===== src/rtl/uart_pkg.sv =====
// rtl/uart_pkg.sv - shared UART state encoding, frame-format codes and helpers
package uart_pkg;

  typedef enum logic [2:0] {
    ST_IDLE   = 3'd0,
    ST_START  = 3'd1,
    ST_DATA   = 3'd2,
    ST_PARITY = 3'd3,
    ST_STOP   = 3'd4,
    ST_DONE   = 3'd5,
    ST_BREAK  = 3'd6
  } uart_state_t;

  localparam logic [1:0] DBITS_5 = 2'b00;
  localparam logic [1:0] DBITS_6 = 2'b01;
  localparam logic [1:0] DBITS_7 = 2'b10;
  localparam logic [1:0] DBITS_8 = 2'b11;

  localparam logic [1:0] PAR_NONE     = 2'b00;
  localparam logic [1:0] PAR_EVEN     = 2'b01;
  localparam logic [1:0] PAR_ODD      = 2'b10;
  localparam logic [1:0] PAR_NONE_ALT = 2'b11;

  localparam logic [1:0] STOP_1     = 2'b00;
  localparam logic [1:0] STOP_1_5   = 2'b01;
  localparam logic [1:0] STOP_2     = 2'b10;
  localparam logic [1:0] STOP_2_ALT = 2'b11;

  // Number of data bits N carried by a frame for a given data_bits code.
  function automatic int data_len(input logic [1:0] data_bits);
    return 5 + int'(data_bits);
  endfunction

endpackage


===== src/rtl/uart_tx_cfg_if.sv =====
// rtl/uart_tx_cfg_if.sv - request/config and serial-line bundle of the UART transmitter
interface uart_tx_cfg_if #(parameter int DBITS_MAX = 8);
  logic                 s_tick;
  logic                 tx_start;
  logic [DBITS_MAX-1:0] din;
  logic [1:0]           data_bits;
  logic [1:0]           parity_mode;
  logic [1:0]           stop_bits;
  logic                 send_break;
  logic                 tx;
  logic                 tx_done;
  logic                 tx_idle;

  modport master (
    output s_tick, tx_start, din, data_bits, parity_mode, stop_bits, send_break,
    input  tx, tx_done, tx_idle
  );

  modport slave (
    input  s_tick, tx_start, din, data_bits, parity_mode, stop_bits, send_break,
    output tx, tx_done, tx_idle
  );
endinterface


===== src/rtl/uart_bit_timer.sv =====
// rtl/uart_bit_timer.sv - counts s_tick up to a loaded terminal count and flags the bit end
module uart_bit_timer #(
  parameter int TW = 5
) (
  input  logic          clk,
  input  logic          rst,
  input  logic          clr,
  input  logic          s_tick,
  input  logic [TW-1:0] last_cnt,
  output logic          bit_end
);

  logic [TW-1:0] cnt;

  // last_cnt is the terminal count minus one so 2*OVS-1 still fits in TW bits.
  assign bit_end = s_tick && !clr && (cnt == last_cnt);

  always_ff @(posedge clk) begin
    if (rst || clr || bit_end) begin
      cnt <= '0;
    end else if (s_tick) begin
      cnt <= cnt + TW'(1);
    end
  end

endmodule


===== src/rtl/uart_tx_cfg.sv =====
// rtl/uart_tx_cfg.sv - runtime-configurable UART transmitter (5-8 data bits, parity, 1/1.5/2 stop, break)
module uart_tx_cfg
  import uart_pkg::*;
#(
  parameter int DBITS_MAX = 8,
  parameter int OVS       = 16
) (
  input logic           clk,
  input logic           rst,
  uart_tx_cfg_if.slave  bus
);

  localparam int TW = $clog2(2 * OVS);
  localparam int BW = (DBITS_MAX > 1) ? $clog2(DBITS_MAX) : 1;

  uart_state_t          state;
  logic [DBITS_MAX-1:0] data_reg;
  logic [DBITS_MAX-1:0] din_masked;
  logic [1:0]           bits_reg;
  logic [1:0]           par_reg;
  logic [1:0]           stop_reg;
  logic [BW-1:0]        bit_cnt;
  logic [BW-1:0]        next_idx;
  logic [TW-1:0]        last_cnt;
  logic                 timer_clr;
  logic                 bit_end;
  logic                 par_en;
  logic                 par_bit;
  logic                 last_bit;
  logic                 tx_q;
  logic                 tx_done_q;
  logic                 tx_idle_q;

  assign bus.tx      = tx_q;
  assign bus.tx_done = tx_done_q;
  assign bus.tx_idle = tx_idle_q;

  // Unsent high bits are zeroed at latch time so parity is a plain XOR of the register.
  always_comb begin
    din_masked = '0;
    for (int i = 0; i < DBITS_MAX; i++) begin
      din_masked[i] = bus.din[i] & (i < data_len(bus.data_bits));
    end
  end

  always_comb begin
    last_cnt = TW'(OVS - 1);
    if (state == ST_STOP) begin
      case (stop_reg)
        STOP_1:   last_cnt = TW'(OVS - 1);
        STOP_1_5: last_cnt = TW'(OVS * 3 / 2 - 1);
        default:  last_cnt = TW'(2 * OVS - 1);
      endcase
    end
  end

  assign timer_clr = (state == ST_IDLE) || (state == ST_DONE) || (state == ST_BREAK);
  assign par_en    = (par_reg == PAR_EVEN) || (par_reg == PAR_ODD);
  assign par_bit   = (^data_reg) ^ (par_reg == PAR_ODD);
  assign last_bit  = (int'(bit_cnt) == data_len(bits_reg) - 1);
  assign next_idx  = bit_cnt + BW'(1);

  uart_bit_timer #(.TW(TW)) u_timer (
    .clk      (clk),
    .rst      (rst),
    .clr      (timer_clr),
    .s_tick   (bus.s_tick),
    .last_cnt (last_cnt),
    .bit_end  (bit_end)
  );

  always_ff @(posedge clk) begin
    if (rst) begin
      state     <= ST_IDLE;
      data_reg  <= '0;
      bits_reg  <= DBITS_5;
      par_reg   <= PAR_NONE;
      stop_reg  <= STOP_1;
      bit_cnt   <= '0;
      tx_q      <= 1'b1;
      tx_done_q <= 1'b0;
      tx_idle_q <= 1'b1;
    end else begin
      case (state)
        ST_IDLE: begin
          tx_q      <= 1'b1;
          tx_idle_q <= 1'b1;
          tx_done_q <= 1'b0;
          if (bus.tx_start) begin
            data_reg  <= din_masked;
            bits_reg  <= bus.data_bits;
            par_reg   <= bus.parity_mode;
            stop_reg  <= bus.stop_bits;
            bit_cnt   <= '0;
            tx_q      <= 1'b0;
            tx_idle_q <= 1'b0;
            state     <= ST_START;
          end else if (bus.send_break) begin
            tx_q      <= 1'b0;
            tx_idle_q <= 1'b0;
            state     <= ST_BREAK;
          end
        end
        ST_START: begin
          if (bit_end) begin
            tx_q  <= data_reg[0];
            state <= ST_DATA;
          end
        end
        ST_DATA: begin
          if (bit_end) begin
            if (last_bit) begin
              bit_cnt <= '0;
              if (par_en) begin
                tx_q  <= par_bit;
                state <= ST_PARITY;
              end else begin
                tx_q  <= 1'b1;
                state <= ST_STOP;
              end
            end else begin
              bit_cnt <= next_idx;
              tx_q    <= data_reg[next_idx];
            end
          end
        end
        ST_PARITY: begin
          if (bit_end) begin
            tx_q  <= 1'b1;
            state <= ST_STOP;
          end
        end
        ST_STOP: begin
          if (bit_end) begin
            tx_done_q <= 1'b1;
            state     <= ST_DONE;
          end
        end
        ST_DONE: begin
          tx_done_q <= 1'b0;
          tx_idle_q <= 1'b1;
          state     <= ST_IDLE;
        end
        ST_BREAK: begin
          // Leaving a break always emits one bit of mark before going idle.
          if (!bus.send_break) begin
            tx_q     <= 1'b1;
            stop_reg <= STOP_1;
            state    <= ST_STOP;
          end
        end
        default: state <= ST_IDLE;
      endcase
    end
  end

endmodule


===== src/flat_wrapper.sv =====
// flat-port wrapper written by rule: the top's interface ports become plain ports
module uart_tx_cfg_flat import uart_pkg::*;
#(
  parameter int DBITS_MAX = 8,
  parameter int OVS       = 16
)
  (clk, rst, bus_s_tick, bus_tx_start, bus_din, bus_data_bits, bus_parity_mode, bus_stop_bits, bus_send_break, bus_tx, bus_tx_done, bus_tx_idle);
  uart_tx_cfg_if #(.DBITS_MAX(DBITS_MAX)) bus_i ();
  input logic clk;
  input logic rst;
  input wire logic [$bits(bus_i.s_tick)-1:0] bus_s_tick;
  input wire logic [$bits(bus_i.tx_start)-1:0] bus_tx_start;
  input wire logic [$bits(bus_i.din)-1:0] bus_din;
  input wire logic [$bits(bus_i.data_bits)-1:0] bus_data_bits;
  input wire logic [$bits(bus_i.parity_mode)-1:0] bus_parity_mode;
  input wire logic [$bits(bus_i.stop_bits)-1:0] bus_stop_bits;
  input wire logic [$bits(bus_i.send_break)-1:0] bus_send_break;
  output wire logic [$bits(bus_i.tx)-1:0] bus_tx;
  output wire logic [$bits(bus_i.tx_done)-1:0] bus_tx_done;
  output wire logic [$bits(bus_i.tx_idle)-1:0] bus_tx_idle;
  assign bus_i.s_tick = bus_s_tick;
  assign bus_i.tx_start = bus_tx_start;
  assign bus_i.din = bus_din;
  assign bus_i.data_bits = bus_data_bits;
  assign bus_i.parity_mode = bus_parity_mode;
  assign bus_i.stop_bits = bus_stop_bits;
  assign bus_i.send_break = bus_send_break;
  assign bus_tx = bus_i.tx;
  assign bus_tx_done = bus_i.tx_done;
  assign bus_tx_idle = bus_i.tx_idle;
  uart_tx_cfg #(.DBITS_MAX(DBITS_MAX), .OVS(OVS)) u_core (.clk(clk), .rst(rst), .bus(bus_i));
endmodule

===== config.mk =====
export PLATFORM = sky130hd
export DESIGN_NAME = uart_tx_cfg_flat
export DESIGN_NICKNAME = d
export VERILOG_FILES = /design/src/rtl/uart_pkg.sv /design/src/rtl/uart_tx_cfg_if.sv /design/src/rtl/uart_bit_timer.sv /design/src/rtl/uart_tx_cfg.sv /design/src/flat_wrapper.sv
export SDC_FILE = /design/constraint.sdc
export NUM_CORES = 1
export LEC_CHECK = 0
export ABC_AREA = 1
export BUFFER_PORTS_ARGS = -buffer_cell sky130_fd_sc_hd__buf_2
export CAP_MARGIN = 10
export CORE_MARGIN = 2
export CORE_UTILIZATION = 45
export DETAILED_ROUTE_END_ITERATION = 16
export PLACE_DENSITY = 0.73
export SYNTH_ARGS = -nofsm -noshare
export SYNTH_HDL_FRONTEND = slang
export SYNTH_SLANG_ARGS = --single-unit

===== constraint.sdc =====
create_clock -name clk -period 3.6 [get_ports clk]
set_input_delay 0.72 -clock clk [delete_from_list [all_inputs] [get_ports clk]]
set_output_delay 0.72 -clock clk [all_outputs]
set_load 0.05 [all_outputs]

Word-level counts from Yosys, hierarchy flattened
Index checks and enable logic that the tools add are counted.
{ "classes": {"eq_ne": 19, "add_sub_neg": 5, "reduce_logical": 23, "n_lt_le_gt_ge": 9, "n_bitwise": 9, "muxes": 32} }
{ "ops": {"columns": ["operator", "count"], "rows": [
  ["$lt A4 B32 Y1 const A", 4],
  ["$lt A3 B32 Y1 const A", 2],
  ["$mux W3", 12],
  ["$eq A4 B32 Y1", 1],
  ["$lt A2 B32 Y1 const A", 1],
  ["$sub A32 B2 Y32 const B", 1],
  ["$pmux W3 S6", 1],
  ["$ne A2 B2 Y1 const B", 6],
  ["$pmux W5 S2", 1],
  ["$eq A3 B3 Y1 const B", 3],
  ["$mux W1", 9],
  ["$add A3 B2 Y4 const A", 2],
  ["$and A1 B1 Y1", 8],
  ["$reduce_bool A2 Y1", 4],
  ["$reduce_xor A8 Y1", 1],
  ["$reduce_and A7 Y1", 1],
  ["$eq A3 B2 Y1 const B", 2],
  ["$pmux W3 S2", 1],
  ["$reduce_and A3 Y1", 2],
  ["$add A5 B1 Y5 const B", 1],
  ["$eq A5 B5 Y1", 1],
  ["$logic_or A1 B1 Y1", 5],
  ["$mux W5", 1],
  ["$pmux W1 S5", 1],
  ["other kinds (21)", 26]
]} }
{ "totals": {"inputBits": 19, "output_inout_bits": 3, "elab_cells": 107, "ff_bits": 28} }

Logic depth before layout (Yosys ltp)
{ "depth": {"word_depth": 8, "depth_mapped": 13, "depth_no_buf": 13} }

Cells and area by module
A second synthesis with hierarchy kept.
{ "hier_totals": {"hier_cells": 270, "hier_area_um2": 1720.4} }
{ "by_module_without_submodules": {"columns": ["module", "n_inst", "area_each_um2", "seq_area_each_um2", "cells_per_inst"], "rows": [
  ["uart_tx_cfg", 1, 1378.8, 460.4, 215],
  ["uart_bit_timer", 1, 341.6, 100.1, 55]
]} }

Worst setup path after synthesis
Ideal clock, no wire load.
{ "synth_timing": {"path_kind": "input -> register", "start": "input bus_s_tick", "end": "register u_core.tx_q (netlist: u_core.bus.tx)", "path_stages": 7, "arrival_ns": 1.428, "n_path_buf": 0, "required_ns": 3.485, "slack_ns": 2.057, "cell_sequence": "nand3_1 nor2_4 nand3_4 nand2_4 nand2_1 a21oi_1 nand2_1"} }
{ "synth_between": {"elab_chain_len": 4} }
{ "synth_rtl": {"columns": ["item", "line", "text"], "rows": [
  ["start, declared", "flat_wrapper.sv:11", "input wire logic [$bits(bus_i.s_tick)-1:0] bus_s_tick;"],
  ["$logic_and A1 B1 Y1 (*) (2 in series)", "uart_bit_timer.sv:16", "assign bit_end = s_tick && !clr && (cnt == last_cnt);"],
  ["$ne A2 B2 Y1 (no source line)", null, null],
  ["$reduce_and A5 Y1 (no source line) (*)", null, null],
  ["end signal, assigned", "uart_tx_cfg.sv:106", "tx_q <= data_reg[0];"],
  ["end signal, assigned", "uart_tx_cfg.sv:115", "tx_q <= par_bit;"],
  ["end signal, assigned", "uart_tx_cfg.sv:123", "tx_q <= data_reg[next_idx];"],
  ["end, declared", "uart_tx_cfg.sv:30", "logic tx_q;"]
]} }
Mark *: on every way between the ends. The rest lies on a longest branch, timed or not.
A chain may end at the register's enable or synchronous reset.

Final worst setup path
{ "layout_timing": {"start": "register u_core.state[2]", "end": "register u_core.bit_cnt[2]"} }
{ "layout_between": {"elab_chain_len": 8} }
{ "layout_rtl": {"columns": ["item", "line", "text"], "rows": [
  ["start, declared", "uart_tx_cfg.sv:16", "uart_state_t state;"],
  ["start signal, assigned", "uart_tx_cfg.sv:74", "state <= ST_IDLE;"],
  ["start signal, assigned", "uart_tx_cfg.sv:97", "state <= ST_START;"],
  ["start signal, assigned", "uart_tx_cfg.sv:101", "state <= ST_BREAK;"],
  ["parallel branches: the longest is 8 deep, another holds $mux W5", null, null],
  ["end signal, assigned", "uart_tx_cfg.sv:122", "bit_cnt <= next_idx;"],
  ["end, declared", "uart_tx_cfg.sv:22", "logic [BW-1:0] bit_cnt;"]
]} }
Parallel ways; which one is timed is not known.

==> run metrics <==
outcome=completed; area of the core region=3690 µm²; Initial Util=0.473; worst reg-to-reg path cell count=8; destination of the worst register-to-register timing path=u_core.bit_cnt[2]; Fmax achieved=574 MHz; Netlist cell types=30; initial antenna violation count=0; pin count of the biggest net entering global routing=20; GP Congestion=0.817; count of placed standard cells including taps=338; clock sinks=28; part of the Yosys area used for sequential elements=0.321; CTS hold repair buffers=0; Main synth FF type=sky130_fd_sc_hd__dfxtp_1; GRT Resource Usage Total=0.187; post-layout net count=319; worst setup slack after layout=1.86 ns; RSZ-0062 raised after global routing=no; cell type with the largest total area after synthesis=sky130_fd_sc_hd__dfxtp_1; average wire per cell in the routed design=10.7 µm; number of setup buffers added after CTS=0; initial DRC count=75; number of flip-flops in the largest register=8; buffer cell driving the clock tree root=sky130_fd_sc_hd__clkbuf_8; overall power of the completed layout=1.22 mW; Clock Pin Slew Worst Setup and Hold Paths=0.09 ns; critical path endpoint=u_core.bit_cnt[2]; Critical path origin=u_core.state[2]; area added between synthesis and finish=10.5%; minimum period implied by the final worst setup slack=1.74 ns; total inserted antenna cells=0; area enclosed by the die boundary=4390 µm²; layout cells sized above 1=0.147; wire length of the first global-routing pass=6440 µm; most common cell in the netlist=sky130_fd_sc_hd__nand2_1; count of flip-flops with a built-in enable after synthesis=0; total power density per cell area=632 nW/µm²; mean instance size in the synthesized netlist=6.37 µm²; CTS buffer count=3; die height=66.3 µm; Residual DRC=0; worst path required time=3.77 ns; number of core rows=22; I/O pin total=22; Final Hold Viols=0; FF-to-FF setup slack=1.86 ns; worst max-slew margin expressed relative to the limit=0.707; Critical Path End Type=flop; class of the most critical hold timing path=flop to flop; CTS tree=yes; DP HPWL=2840 µm; total of max-cap violations=0; Detailed Routing Iterations Pass 1=4; worst-path maximum fanout=19; most frequent cells after synthesis=sky130_fd_sc_hd__nand2_1, sky130_fd_sc_hd__nor2_1, sky130_fd_sc_hd__inv_1; Final Max Tran Viols=0; Overflow after GRT=0; latest clock arrival within the worst-skew pair=0.27 ns; critical path start-end classification=flop to flop; worst-case clock buffer depth=2; horizontal extent of the die=66.3 µm; reg-to-reg startpoint=u_core.state[2]; ratio of routed vias to standard cells=4.93; nature of the critical path startpoint=flop; H-tree level count=1; non-filler cells, final=341; routed vias=1681; CP Data Arrival Time=1.91 ns; standby leakage power=0.894 nW; final core utilization=0.523; Synth Net Count=298; cell types with the largest area share after synthesis=sky130_fd_sc_hd__dfxtp_1, sky130_fd_sc_hd__nand2_1, sky130_fd_sc_hd__nor2_1; sum of negative setup slack=0 ns; post_cts resized=0; total of endpoints with negative setup slack in the final report=0; share of flip-flops with an asynchronous set or reset after synthesis=0; final hold slack=0.477 ns; via count of the first global-routing pass=1520; Synth Register Bits=28; ANT nets after route=0; DP Worst Slack=1.79 ns; warnings from Yosys=0; Final Cell Area=1930 µm²; placed standard-cell area=1890 µm²; Max Clock Skew=0.00219 ns; post-route clock period utilization=0.484; area share of the leading cell type in the synthesized netlist=0.321; synthesized netlist cell count=274; transition time at the pin with the least slew margin=0.439 ns; Port-buffer cells=21; Post-Synthesis Cell Area=1740 µm²; routed wire length=3650 µm; Worst IR Drop VDD=0.280 mV
-- logic make-up after synthesis --
| kind of cell | synth area share |
|---|---|
| AOI/OAI and AO/OA | 0.135 |
| DFF | 0.321 |
| xor gates and xnor gates | 0.0151 |
| muxes | 0.00574 |
| and+or+nand+nor | 0.395 |
| adders and majority gates | 0.0359 |
| buffers and inverters | 0.0925 |
-- area by class of cell --
type / instances / area, µm²
inverters: 35 / 131
multi-input cells: 205 / 1020
clock buffers: 3 / 41.3
well taps: 48 / 60.1
fillers: 397 / 1760
repair buffers: 22 / 113
flip-flops and latches: 28 / 561
-- layout by cell type (no fill, tap or decap), types with 2 or more instances in the layout --
cell type and instances:
sky130_fd_sc_hd__nand2_1 82, sky130_fd_sc_hd__nor2_1 32, sky130_fd_sc_hd__inv_1 30, sky130_fd_sc_hd__dfxtp_1 28, sky130_fd_sc_hd__a21oi_1 23, sky130_fd_sc_hd__buf_2 21
sky130_fd_sc_hd__nand3_1 17, sky130_fd_sc_hd__o21ai_0 17, sky130_fd_sc_hd__inv_2 5, sky130_fd_sc_hd__nand4_1 5, sky130_fd_sc_hd__ha_1 5, sky130_fd_sc_hd__nand2_2 3
sky130_fd_sc_hd__clkbuf_8 3, sky130_fd_sc_hd__nor2_4 2, sky130_fd_sc_hd__nand3_2 2, sky130_fd_sc_hd__nand3_4 2, sky130_fd_sc_hd__nor3_1 2, sky130_fd_sc_hd__xor2_1 2
-- layer usage --
layer,routed length [µm],global-route usage,share of wire
met2,1610,0.306,0.44
met1,1870,0.253,0.51
met4,47,0.0612,0.013
met5,0,0,0
met3,119,0.0256,0.033
-- worst min path at each step --
| stage | start | to | cells past startpoint |
|---|---|---|---|
| finish | u_core.stop_reg[0] | u_core.stop_reg[0] | 2 |
| global route | u_core.stop_reg[0] | u_core.stop_reg[0] | 2 |
| CTS | u_core.stop_reg[0] | u_core.stop_reg[0] | 2 |
| detailed placement | u_core.stop_reg[0] | u_core.stop_reg[0] | 2 |
| global placement | u_core.par_reg[0] | u_core.par_reg[0] | 2 |
| floorplan | u_core.par_reg[0] | u_core.par_reg[0] | 2 |
-- power by group --
part | switching (mW) | leakage [nW] | internal, mW
clock | 0.0925 | 0.0216 | 0.0751
combinational | 0.401 | 0.643 | 0.208
sequential | 0.0666 | 0.229 | 0.376
total | 0.560 | 0.894 | 0.659
-- worst max-delay path, cell delays in order (launching register included) --
cell	delay [ns]
sky130_fd_sc_hd__dfxtp_1	0.53
sky130_fd_sc_hd__inv_2	0.15
sky130_fd_sc_hd__nand2_2	0.14
sky130_fd_sc_hd__nor2_1	0.05
sky130_fd_sc_hd__buf_4	0.17
sky130_fd_sc_hd__inv_2	0.23
sky130_fd_sc_hd__o21ai_1	0.14
sky130_fd_sc_hd__o21ai_0	0.16
sky130_fd_sc_hd__nor2_1	0.06
Note: power is estimated with default switching activity, not from simulation.
